===== src/rtl/divisor_pkg.sv =====
// Shared types and defaults for the run-time programmable clock-enable scheduler.
package divisor_pkg;

  localparam int unsigned CNT_W_DEF = 16;

  typedef enum logic [1:0] {
    INIT,
    IDLE,
    APPLY
  } state_e;

endpackage


===== src/rtl/divisor_channel.sv =====
// One scheduler channel: half-period counter, active/shadow ratio, tick and square-wave output.
module divisor_channel #(
  parameter int unsigned            CNT_W   = 16,
  parameter logic [CNT_W-1:0]       DIV_RST = CNT_W'(1)
) (
  input  logic             clk_in,
  input  logic             reset,
  input  logic             load,
  input  logic             load_now,
  input  logic             sync,
  input  logic [CNT_W-1:0] value,
  output logic             tick,
  output logic             clk_out,
  output logic             pending
);

  logic [CNT_W-1:0] r_div;
  logic [CNT_W-1:0] r_shadow;
  logic [CNT_W-1:0] r_cnt;
  logic             r_pending;
  logic             r_tick;
  logic             r_clk;

  logic [CNT_W-1:0] w_cnt_inc;
  logic             w_running;
  logic             w_wrap;

  assign w_cnt_inc = r_cnt + CNT_W'(1);
  assign w_running = (r_div != '0);
  assign w_wrap    = w_running && (w_cnt_inc == r_div);

  always_ff @(posedge clk_in or negedge reset) begin
    if (!reset) begin
      r_div     <= DIV_RST;
      r_shadow  <= '0;
      r_cnt     <= '0;
      r_pending <= 1'b0;
      r_tick    <= 1'b0;
      r_clk     <= 1'b0;
    end else if (sync) begin
      r_cnt  <= '0;
      r_clk  <= 1'b0;
      r_tick <= 1'b0;
      if (load_now) begin
        r_div     <= value;
        r_pending <= 1'b0;
      end else if (r_pending) begin
        r_div     <= r_shadow;
        r_pending <= 1'b0;
      end
    end else begin
      if (!w_running) begin
        r_cnt  <= '0;
        r_tick <= 1'b0;
        r_clk  <= 1'b0;
      end else if (w_wrap) begin
        r_cnt  <= '0;
        r_tick <= 1'b1;
        if (r_pending) begin
          r_div     <= r_shadow;
          r_pending <= 1'b0;
          // Loading a zero ratio parks the output low instead of toggling.
          r_clk     <= (r_shadow == '0) ? 1'b0 : ~r_clk;
        end else begin
          r_clk <= ~r_clk;
        end
      end else begin
        r_cnt  <= w_cnt_inc;
        r_tick <= 1'b0;
      end
      // A write lands after the wrap so it wins over a same-edge shadow consume.
      if (load) begin
        if (!w_running) begin
          r_div <= value;
          r_cnt <= '0;
          r_clk <= 1'b0;
        end else begin
          r_shadow  <= value;
          r_pending <= 1'b1;
        end
      end
    end
  end

  assign tick    = r_tick;
  assign clk_out = r_clk;
  assign pending = r_pending;

endmodule


===== src/rtl/divisor_scheduler.sv =====
// Multi-channel clock-enable scheduler: config FSM, capture registers and channel decode.
module divisor_scheduler
  import divisor_pkg::*;
#(
  parameter int unsigned N_CH     = 4,
  parameter int unsigned CNT_W    = CNT_W_DEF,
  parameter int unsigned DIV_INIT = 1
) (
  input  logic                    clk_in,
  input  logic                    reset,
  input  logic                    cfg_valid,
  output logic                    cfg_ready,
  input  logic [$clog2(N_CH)-1:0] cfg_ch,
  input  logic [CNT_W-1:0]        cfg_div,
  input  logic                    cfg_sync,
  output logic [N_CH-1:0]         tick,
  output logic [N_CH-1:0]         clk_out,
  output logic [N_CH-1:0]         pending
);

  localparam int unsigned CH_W = $clog2(N_CH);

  state_e           r_state;
  state_e           w_state_nxt;
  logic [CH_W-1:0]  r_ch;
  logic [CNT_W-1:0] r_div;
  logic             r_sync;
  logic             w_xfer;
  logic             w_ch_ok;
  logic             w_apply;

  always_ff @(posedge clk_in or negedge reset) begin
    if (!reset) r_state <= INIT;
    else        r_state <= w_state_nxt;
  end

  always_comb begin
    w_state_nxt = r_state;
    cfg_ready   = 1'b0;
    unique case (r_state)
      INIT:  w_state_nxt = IDLE;
      IDLE: begin
        cfg_ready = 1'b1;
        if (cfg_valid) w_state_nxt = APPLY;
      end
      APPLY: w_state_nxt = IDLE;
      default: w_state_nxt = INIT;
    endcase
  end

  assign w_xfer = cfg_valid && cfg_ready;

  always_ff @(posedge clk_in or negedge reset) begin
    if (!reset) begin
      r_ch   <= '0;
      r_div  <= '0;
      r_sync <= 1'b0;
    end else if (w_xfer) begin
      r_ch   <= cfg_ch;
      r_div  <= cfg_div;
      r_sync <= cfg_sync;
    end
  end

  // Only a non power-of-two channel count can address a missing channel.
  if (N_CH == (1 << CH_W)) begin : g_ch_full
    assign w_ch_ok = 1'b1;
  end else begin : g_ch_part
    assign w_ch_ok = (32'(r_ch) < N_CH);
  end

  assign w_apply = (r_state == APPLY) && w_ch_ok;

  for (genvar gi = 0; gi < N_CH; gi++) begin : g_ch
    logic w_hit;
    assign w_hit = w_apply && (r_ch == CH_W'(gi));

    divisor_channel #(
      .CNT_W   (CNT_W),
      .DIV_RST (CNT_W'(DIV_INIT << gi))
    ) u_channel (
      .clk_in   (clk_in),
      .reset    (reset),
      .load     (w_hit && !r_sync),
      .load_now (w_hit && r_sync),
      .sync     (w_apply && r_sync),
      .value    (r_div),
      .tick     (tick[gi]),
      .clk_out  (clk_out[gi]),
      .pending  (pending[gi])
    );
  end

endmodule

===== config.mk =====
export PLATFORM = sky130hd
export DESIGN_NAME = divisor_scheduler
export DESIGN_NICKNAME = d
export VERILOG_FILES = /design/src/rtl/divisor_pkg.sv /design/src/rtl/divisor_channel.sv /design/src/rtl/divisor_scheduler.sv
export SDC_FILE = /design/constraint.sdc
export NUM_CORES = 1
export LEC_CHECK = 0
export CORE_MARGIN = 2
export CORE_UTILIZATION = 60
export CTS_BUF_LIST = sky130_fd_sc_hd__clkbuf_16
export DETAILED_ROUTE_END_ITERATION = 10
export MAX_ROUTING_LAYER = met4
export PLACE_DENSITY = 0.89
export SYNTH_ARGS = -nofsm -noshare
export SYNTH_HDL_FRONTEND = slang
export SYNTH_SLANG_ARGS = --single-unit

===== constraint.sdc =====
create_clock -name clk_in -period 3.3 [get_ports clk_in]
set_input_delay 0.495 -clock clk_in [delete_from_list [all_inputs] [get_ports clk_in]]
set_output_delay 0.495 -clock clk_in [all_outputs]
set_load 0.005 [all_outputs]

==> reports/metrics.csv <==
stage,metric,value,unit
status,status,completed,
placed_design,dpl ws,0.1341,ns
detailed_routing,Post-DRT Antenna Nets,0,
detailed_routing,Vias/cell,6.831,
worst_setup_path,slowest cell on the critical path,or4_1,
floorplanning,Core Rows,55,
detailed_routing,vias after detailed routing,12131,
sta,Worst Tran Pin Value,1.008,ns
cts,Bufs on Longest Clock Path,3,
pwr,maximum vdd drop,631.7,µV
global_routing,first-pass GRT wire length,60.64,mm
cts,Clock Tree Root,clkbuf_16,
final_layout,Post-Layout Cell Count,1776,
sta,RSZ-0062 raised after global routing,true,
floorplanning,Core Box Area,22710,µm²
global_routing,largest net degree at the start of global routing,99,
sta,Hold Slack,0.4869,ns
sta,final setup vio count,0,
pwr,Tot Pwr,0.01164,W
worst_setup_path,worst r2r src,g_ch[2].u_channel.r_cnt[0]$_DFF_PN0_,
sta,Final Max Slew Viols,0,
synthesis,largest cells by area after synthesis,"dfrtp_1 40%, mux2_2 7.3%, mux2i_1 4.6%",
floorplanning,Die Area,24490,µm²
worst_setup_path,Reg2Reg Setup Slack,0.15,ns
sta,Final Hold Fails,0,
detailed_routing,Remaining DRCs,0,
placed_design,GPL Wtd Cong,0.9808,
sta,Fmax,0.3179,GHz
synthesis,Synth Flop Type,dfrtp_1,
worst_setup_path,CP Capture Type,register,
final_layout,share of post-route cells with drive strength above 1,14.96,%
synthesis,"EDFF count, synth",0,
detailed_routing,DR iter-0 viols,1615,
placed_design,DP Wirelength,25.15,mm
worst_hold_path,hold wc startpoint,cfg_div[4],
sta,Final Skew,0.01291,ns
worst_setup_path,RR Endpoint,g_ch[2].u_channel.r_div[3]$_DFF_PN0_,
cts,TritonCTS sink count,225,
pwr,power per standard cell area,754.2,nW/µm²
run,MaxCap Viol Count,0,
synthesis,Commonest cells post-synth,"221 x dfrtp_1, 138 x nor2_1, 137 x nand2_1",
global_routing,initial antenna violation count,0,
synthesis,Syn. warnings,0,
synthesis,most numerous cell in the Yosys netlist,dfrtp_1,
detailed_routing,Initial DRT Pass Iterations,6,
final_layout,Layout area overhead,10.64,%
worst_setup_path,"critical path, cell by cell","ha_1, nand3_2, o41a_1, a311oi_1, o2111ai_1, or4_1, o32ai_1, nand2_1, o211a_1",
floorplanning,Die W,156.5,µm
sta,TNS Setup,0,ns
final_layout,number of diodes,0,
worst_setup_path,"Worst Path Class, Setup",reg -> reg,
floorplanning,I/O pin count,35,
detailed_routing,wire per inst,21.13,µm
floorplanning,die height,156.5,µm
synthesis,register bit total from synthesis,225,
worst_hold_path,Hold Path End,r_div[4]$_DFFE_PN0P_,
placed_design,placed instance count,1726,
cts,CTS Buf Count,25,
sta,Max-slew headroom,32.55,%
placed_design,Buffers on Ports,34,
sta,setup ws final,0.1543,ns
sta,Tcrit/Tclk final,95.33,%
synthesis,synthesized area,13950,µm²
worst_setup_path,Crit path required time,3.73,ns
global_routing,Total GRT Usage,31.61,%
cts,CTS H-tree depth,1,
pwr,P_leak,6.606,nW
synthesis,syn avg cell area,9.478,µm²
synthesis,area fraction of the dominant cell type after synthesis,39.64,%
worst_setup_path,crit path DAT,3.57,ns
sta,crit path time final,3.146,ns
global_routing,vias in the first global route,11819,
cts,TritonCTS clock tree,yes,
synthesis,Cell variety after synth,84,
global_routing,Overflow after GRT,0,
synthesis,Mapped Cells,1472,
worst_setup_path,crit path from,g_ch[2].u_channel.r_cnt[0]$_DFF_PN0_,
worst_hold_path,worst hold path class,in -> reg,
floorplanning,Initial Util,61.44,%
worst_setup_path,Reg2Reg Depth,9,
detailed_routing,Routed WL,37.53,mm
cts,"Clk Latency, worst-skew pair",0.54,ns
worst_setup_path,crit-path max FO,9,
synthesis,Synth async-reset ratio,100.0,%
synthesis,post-synth top area cell,dfrtp_1,
worst_setup_path,startpoint types,register,
worst_hold_path,hold depth,3,
final_layout,fin nets,1498,
synthesis,Post-Syn Nets,1498,
synthesis,"Seq/Total Area, Yosys",40.39,%
worst_setup_path,max incr delay on CP,0.74,ns
cts,"Clk pin slew, worst setup/hold paths",0.06,ns
-- sequential cells by signal (all words and copies together) (netlist names) --
signal,cells
g_ch.u_channel.clk_out,4
g_ch.u_channel.pending,4
g_ch.u_channel.r_cnt,64
g_ch.u_channel.r_div,64
g_ch.u_channel.r_shadow,64
g_ch.u_channel.tick,4
r_ch,2
r_div,16
r_state,2
r_sync,1
-- report_power, final --
group / internal, W / switching (W)
Clock: 0.00161 / 0.00118
Sequential: 0.00356 / 0.00143
Combinational: 0.00196 / 0.00190
Total: 0.00714 / 0.00450
-- through the flow --
step	utilization, %	area [µm²]
detailed placement	64.01	14540
global placement	64.01	14540
CTS	67.59	15350
finish	67.97	15440
floorplan	-	13950
global route	67.97	15440
-- what timing repair did --
action	in CTS	in global routing
hold buffers	1	0
hold endpoints to repair	66	0
endpoints found under the setup margin	0	30
gates resized for setup	0	9
buffers inserted	0	3
-- metal layers --
layer	global-route usage (%)	part of all wire, %
met5	-	0
met2	49.17	47
met4	12.63	3.1
met3	5.317	9.4
met1	41.58	41
-- cell type report --
| type | count | area (µm²) |
|---|---|---|
| Clock buffer | 25 | 625.6 |
| Clock inverter | 21 | 177.7 |
| Fill cell | 1695 | 7273 |
| Inverter | 35 | 131.4 |
| Multi-Input combinational cell | 1107 | 7781 |
| Sequential cell | 225 | 5635 |
| Tap cell | 285 | 356.6 |
| Timing Repair Buffer | 78 | 728.2 |
-- how the worst max path moves through the flow --
stage / endpoint / cells after the start
2_1_floorplan: g_ch[2].u_channel.r_div[13]$_DFF_PN0_ / 9
3_3_place_gp: g_ch[2].u_channel.r_div[3]$_DFF_PN0_ / 9
3_5_place_dp: g_ch[2].u_channel.r_div[13]$_DFF_PN0_ / 9
4_1_cts: g_ch[0].u_channel.r_div[14]$_DFF_PN0_ / 9
5_1_grt: g_ch[0].u_channel.r_div[13]$_DFF_PN0_ / 9
6_report: g_ch[2].u_channel.r_div[3]$_DFF_PN0_ / 9
-- worst max-delay path, delay by kind of cell (launching register included) --
kind / cells / cell delay, ns
adder cells (fa/ha/maj): 1 / 0.28
AND/OR/NAND/NOR: 3 / 0.98
flip-flops: 1 / 0.42
AO/OA/AOI/OAI: 5 / 1.37
-- placed cells by master (no fill, tap or decap), types with 7 or more instances in the layout --
master           Yosys  final
nand4_1             30     30
nor4_1              44     40
clkdlybuf4s50_1      0     33
o21bai_1            17     17
a2111oi_0           14     14
mux2i_1             64     64
inv_1               34     41
nor2b_1              8      8
xnor3_1              7      7
clkbuf_16            0     25
or2_2               15     15
and4_1               7      7
buf_4               14     39
nand2_1            137    136
nand3_1             47     47
o221ai_1            21     21
nor3_1              25     23
and3_1              17     17
o21ai_0             60     60
o32ai_1              7      7
mux2_2              91     91
xor2_1              27     27
o211a_1              8      8
nor3b_1              7      7
o22ai_1              7      7
a211oi_1            16     16
nand2b_1            25     25
o41ai_1             11     11
dfrtp_1            221    221
a31oi_1              7      7
xnor2_1             63     62
and3b_1              8      8
a21oi_1             48     48
o211ai_1            24     24
or3_1                9      9
and2_1               9      9
nor2_1             138    136
-- logic make-up (layout without fill, tap and decap cells) --
kind of cell	after synthesis	after routing	share of synthesized area, %
and+or+nand+nor	559	559	20.86
AOI/OAI and AO/OA	286	286	14.57
DFF	225	225	40.39
muxes	157	157	12.10
buffers and inverters	140	159	4.358
xor gates and xnor gates	100	100	7.291
adders and majority gates	5	5	0.4305
No activity file was read; power rests on OpenSTA's default activity.
